$ cat config.mk
export PLATFORM = sky130hd
export DESIGN_NAME = data_bus_arbiter
export DESIGN_NICKNAME = d
export VERILOG_FILES = /design/src/rtl/data_bus_arbiter_pkg.sv /design/src/rtl/data_bus_arbiter_rr_pick2.sv /design/src/rtl/data_bus_arbiter.sv
export SDC_FILE = /design/constraint.sdc
export NUM_CORES = 1
export LEC_CHECK = 0
export ABC_AREA = 1
export CAP_MARGIN = 0
export CORE_ASPECT_RATIO = 1.5
export CORE_MARGIN = 5
export CORE_UTILIZATION = 29
export DETAILED_ROUTE_END_ITERATION = 7
export GPL_ROUTABILITY_DRIVEN = 0
export PLACE_DENSITY = 0.61
export SYNTH_ARGS = -nofsm -noshare
export SYNTH_HDL_FRONTEND = slang
export SYNTH_SLANG_ARGS = --single-unit
$ cat constraint.sdc
create_clock -name clock -period 5.8 [get_ports clock]
set_clock_uncertainty 0.15 [all_clocks]
set_input_delay 1.16 -clock clock [delete_from_list [all_inputs] [get_ports clock]]
set_output_delay 1.16 -clock clock [all_outputs]
set_load 0.05 [all_outputs]
$ cat src/rtl/data_bus_arbiter_pkg.sv
// Shared definitions for the two-master data bus arbiter.
// Covers FSM state encodings, master indices, the I/O decode default and read latency bounds.
package data_bus_arbiter_pkg;

    localparam logic [1:0] ST_IDLE  = 2'd0;
    localparam logic [1:0] ST_ISSUE = 2'd1;
    localparam logic [1:0] ST_WAIT  = 2'd2;
    localparam logic [1:0] ST_ACK   = 2'd3;

    localparam logic M0 = 1'b0;
    localparam logic M1 = 1'b1;

    localparam logic [7:0] IO_BASE_DEFAULT = 8'hA0;

    localparam int RD_LAT_MIN = 1;
    localparam int RD_LAT_MAX = 3;

    typedef struct packed {
        logic        master;
        logic        we;
        logic [31:0] addr;
        logic [31:0] wdata;
    } xfer_t;

    // Only the low address byte selects between memory and the I/O controllers.
    function automatic logic is_io(input logic [7:0] addr_low, input logic [7:0] io_base);
        return addr_low >= io_base;
    endfunction

endpackage

$ cat src/rtl/data_bus_arbiter_rr_pick2.sv
// Combinational two-way round-robin picker.
// The last-grant pointer is owned by the caller.
module rr_pick2
    import data_bus_arbiter_pkg::*;
(
    input  logic [1:0] req_i,
    input  logic       last_i,
    output logic       winner_o,
    output logic       valid_o
);

    // With both requesting, the master that was not granted last time wins.
    always_comb begin
        valid_o  = |req_i;
        winner_o = M0;
        if (req_i[0] && req_i[1]) begin
            winner_o = ~last_i;
        end else if (req_i[1]) begin
            winner_o = M1;
        end
    end

endmodule

$ cat src/rtl/data_bus_arbiter.sv
// Shares the data bus between the CPU data port (m0) and a secondary master (m1).
// Each grant runs an IDLE -> ISSUE -> (WAIT) -> ACK sequence.
module data_bus_arbiter
    import data_bus_arbiter_pkg::*;
#(
    parameter logic [7:0] IO_BASE = IO_BASE_DEFAULT,
    parameter int         RD_LAT  = 1
) (
    input  logic        clock,
    input  logic        reset,

    input  logic        m0_req,
    input  logic        m0_we,
    input  logic [31:0] m0_addr,
    input  logic [31:0] m0_wdata,
    output logic        m0_ack,
    output logic [31:0] m0_rdata,

    input  logic        m1_req,
    input  logic        m1_we,
    input  logic [31:0] m1_addr,
    input  logic [31:0] m1_wdata,
    output logic        m1_ack,
    output logic [31:0] m1_rdata,

    output logic [31:0] bus_addr,
    output logic [31:0] bus_wdata,
    output logic        mem_we,
    output logic        io_we,
    input  logic [31:0] mem_rdata,
    input  logic [31:0] io_rdata,
    output logic        busy
);

    localparam int         LAT      = (RD_LAT < RD_LAT_MIN) ? RD_LAT_MIN :
                                      (RD_LAT > RD_LAT_MAX) ? RD_LAT_MAX : RD_LAT;
    localparam logic [1:0] LAST_CNT = 2'(LAT - 1);

    logic [1:0]  state_q, state_d;
    logic        last_q, last_d;
    logic [1:0]  cnt_q, cnt_d;
    xfer_t       xfer_q, xfer_d;
    logic [31:0] rdata0_q, rdata0_d;
    logic [31:0] rdata1_q, rdata1_d;

    logic        pick;
    logic        pickValid;
    logic        ioSel;
    logic        issueWrite;
    logic [31:0] readData;

    rr_pick2 u_pick (
        .req_i    ({m1_req, m0_req}),
        .last_i   (last_q),
        .winner_o (pick),
        .valid_o  (pickValid)
    );

    assign ioSel    = is_io(xfer_q.addr[7:0], IO_BASE);
    assign readData = ioSel ? io_rdata : mem_rdata;

    always_comb begin
        state_d  = state_q;
        last_d   = last_q;
        cnt_d    = cnt_q;
        xfer_d   = xfer_q;
        rdata0_d = rdata0_q;
        rdata1_d = rdata1_q;

        case (state_q)
            ST_IDLE: begin
                if (pickValid) begin
                    xfer_d.master = pick;
                    xfer_d.we     = (pick == M1) ? m1_we    : m0_we;
                    xfer_d.addr   = (pick == M1) ? m1_addr  : m0_addr;
                    xfer_d.wdata  = (pick == M1) ? m1_wdata : m0_wdata;
                    last_d        = pick;
                    state_d       = ST_ISSUE;
                end
            end
            ST_ISSUE: begin
                cnt_d   = 2'd0;
                state_d = xfer_q.we ? ST_ACK : ST_WAIT;
            end
            ST_WAIT: begin
                if (cnt_q == LAST_CNT) begin
                    if (xfer_q.master == M1) begin
                        rdata1_d = readData;
                    end else begin
                        rdata0_d = readData;
                    end
                    state_d = ST_ACK;
                end else begin
                    cnt_d = cnt_q + 2'd1;
                end
            end
            ST_ACK: begin
                state_d = ST_IDLE;
            end
            default: begin
                state_d = ST_IDLE;
            end
        endcase
    end

    // Pointer resets to m1 so that m0 wins the first contested grant.
    always_ff @(posedge clock or posedge reset) begin
        if (reset) begin
            state_q  <= ST_IDLE;
            last_q   <= M1;
            cnt_q    <= 2'd0;
            xfer_q   <= '0;
            rdata0_q <= '0;
            rdata1_q <= '0;
        end else begin
            state_q  <= state_d;
            last_q   <= last_d;
            cnt_q    <= cnt_d;
            xfer_q   <= xfer_d;
            rdata0_q <= rdata0_d;
            rdata1_q <= rdata1_d;
        end
    end

    // Strobes and acks decode straight from state so an async reset drops them at once.
    assign issueWrite = (state_q == ST_ISSUE) && xfer_q.we;
    assign mem_we     = issueWrite && !ioSel;
    assign io_we      = issueWrite && ioSel;
    assign m0_ack     = (state_q == ST_ACK) && (xfer_q.master == M0);
    assign m1_ack     = (state_q == ST_ACK) && (xfer_q.master == M1);
    assign busy       = (state_q != ST_IDLE);
    assign bus_addr   = xfer_q.addr;
    assign bus_wdata  = xfer_q.wdata;
    assign m0_rdata   = rdata0_q;
    assign m1_rdata   = rdata1_q;

endmodule

==> results_dict.tcl <==
set metrics [dict create \
    nFillCells 2556 \
    cts_tree "built" \
    ys_top_cells_by_area "dfrtp_1 45%, nand2_1 22%, nand3_1 11%, buf_4 6.7%, inv_1 5.5%" \
    vias 7075 \
    io_pins 331 \
    rr_endpoint "bus_addr[24]$_DFFE_PP0P_" \
    wl_um 25000 \
    cpPeakStageDelay_ps 810 \
    final_cells 1604 \
    clk_latency_ps 410 \
    rsz0062_at_grt "no" \
    num_antenna_cells 0 \
    clk_pin_slew_ps 60 \
    maxCapViolations 0 \
    power_per_cell_area_nw_per_um2 627 \
    fmax_mhz 265 \
    layout.nets 1468 \
    antenna_found_initial 0 \
    core_sq_um 25100 \
    crit_fanout 33 \
    crit_arrival_ps 2470 \
    critPathSlowestCell "clkdlybuf4s50_1" \
    grt_usage_pct 16.9 \
    grt_max_degree 67 \
    report.final.hold_viol_count 0 \
    final_common_cell "nand2_1" \
    root_buffer "clkbuf_16" \
    dieHeight_um 206 \
    final_cell_mix "442 x nand2_1, 329 x clkdlybuf4s50_1, 163 x nand3_1" \
    post_cts_resized 0 \
    synth_area_sq_um 7410 \
    antenna_left 0 \
    cts.sinks 135 \
    htree_levels 4 \
    rows 71 \
    synth_top_area_share_pct 45.2 \
    synth_cells 1025 \
    critical_path.cell_chain "o21ai_2 -> buf_4 -> nor2_1 -> clkdlybuf4s50_1" \
    viasPerCell 4.41 \
    grt_pass1_wl_um 38900 \
    setup.worst_path.start_class "flip-flop" \
    port_buffers 330 \
    final_layout_size_suffix_gt1_share_pct 4.31 \
    post_cts_buffers 0 \
    numCtsBuffers 17 \
    initial_core_util_pct 29.5 \
    yosysUniqueCellTypes 19 \
    final_min_period_over_clock_period_pct 65.2 \
    dpl.hpwl_um 17700 \
    drt_drc_violations_left 0 \
    holdCritPathClass "flip-flop to flip-flop" \
    detail_route.first_pass.iterations 6 \
    synth-seq-cells 135 \
    peakVddDrop_mv 0.317 \
    fin_total_pwr_mw 6.99 \
    final_cell_area_sq_um 11100 \
    fin_crit_ps 3780 \
    timing.rr.start "state_q[0]$_DFFE_PP0P_" \
    place_area_sq_um 10500 \
    critical_path_class "flip-flop to primary output" \
    synth.largest_area_cell "dfrtp_1" \
    report.final.slew_viol_count 0 \
    dieArea_sq_um 28900 \
    r2r_slack_ps 3470 \
    finish.utilization_pct 44.3 \
    drtIter0Drc 270 \
    ys_seq_area_share_pct 45.6 \
    wl_per_cell_um 15.6 \
    grt_pass1_vias 7181 \
    status "finished clean" \
    r2r_cells 7 \
    cts_hold_buf 0 \
    leakagePower_nw 5.64 \
    place_inst 1573 \
    area_delta_synth_final_pct 50.2 \
    grt.overflow.total 0 \
    slew_headroom_pct 19.1 \
    required_ps 4490 \
    startpoint "bus_addr[7]$_DFFE_PP0P_" \
    cts_buffer_depth 2 \
    worst_slew_pin_slew_ps 1210 \
    syn_area_per_cell_sq_um 7.23 \
    fp.dieW_um 141 \
    critical_path.endpoint_type "primary output" \
    fin_setup_tns_ps 0 \
    syn_nets 1229 \
    setup_viol 0 \
    yosysWarnings 0 \
    crit_path_end "io_we" \
]
[sequential cells by signal, indices dropped and copies added (netlist names)]
name       count
cnt_q          2
last_q         1
bus_addr      32
m0_rdata      32
bus_wdata     32
state_q        2
xfer_q         2
m1_rdata      32
[how the worst min path moves through the flow]
stage | cells after the start | slack [ps] | end | startpoint
floorplan | 2 | 290 | last_q$_DFFE_PP1P_ | last_q$_DFFE_PP1P_
global placement | 2 | 310 | bus_addr[18]$_DFFE_PP0P_ | bus_addr[18]$_DFFE_PP0P_
detailed placement | 2 | 310 | bus_wdata[28]$_DFFE_PP0P_ | bus_wdata[28]$_DFFE_PP0P_
CTS | 2 | 330 | bus_wdata[28]$_DFFE_PP0P_ | bus_wdata[28]$_DFFE_PP0P_
global route | 2 | 350 | m0_rdata[3]$_DFFE_PP0P_ | m0_rdata[3]$_DFFE_PP0P_
finish | 2 | 320 | m1_rdata[16]$_DFFE_PP0P_ | m1_rdata[16]$_DFFE_PP0P_
[power breakdown]
| group | switching, mW | internal, mW |
|---|---|---|
| registers | 0.282 | 1.41 |
| logic | 2.79 | 1.27 |
| clock network | 0.412 | 0.817 |
| total | 3.49 | 3.50 |
[cell usage after synthesis]
cell / n
inv_2: 4
o21ai_0: 2
clkbuf_1: 18
nand3_1: 163
o21ai_2: 1
nor2_1: 3
nand3b_1: 32
buf_1: 1
inv_1: 108
nand2_1: 444
dfrtp_1: 134
dfstp_2: 1
ha_1: 6
buf_2: 36
nor2_4: 1
o21ai_1: 1
nor2_2: 3
buf_4: 66
a21oi_1: 1
[cell type report]
class / count / area, sq um / share of cell area, %
Multi-Input combinational cell: 657 / 2870 / 25.8
Clock buffer: 19 / 443 / 3.98
Inverter: 112 / 425 / 3.82
Timing Repair Buffer: 341 / 3380 / 30.4
Tap cell: 328 / 410 / 3.68
Sequential cell: 135 / 3380 / 30.3
Clock inverter: 12 / 225 / 2.02
[per-stage QoR]
stage	hold slack, ps	worst slack (ps)
6_report	325	2020
5_1_grt	347	1890
4_1_cts	331	2000
3_5_place_dp	314	2460
3_3_place_gp	312	2450
2_1_floorplan	293	881
[critical path, delay by kind of cell (launching register included)]
kind | cells | cell delay (ps)
flip-flops | 1 | 720
AND/OR/NAND/NOR | 1 | 130
AO/OA/AOI/OAI | 1 | 100
buffers and inverters | 2 | 1090
[per-layer routing]
layer | share of wire, % | vias to the layer above | global-route usage [%]
met1 | 40 | 3212 | 19.7
li1 | - | 3551 | -
met5 | 0 | - | 0
met2 | 50 | 277 | 29.5
met3 | 6.9 | 35 | 4.91
met4 | 2.8 | 0 | 6.27
[cell families (layout without fill, tap and decap cells)]
group,count (synthesis),in the layout,share of synthesized area [%]
flip-flops,135,135,45.6
adder cells (fa/ha/maj),6,6,1.01
AND/OR/NAND/NOR,646,646,37.3
AO/OA/AOI/OAI,5,5,0.388
buffers and inverters,233,484,15.7
(Power assumes the default switching activity.)
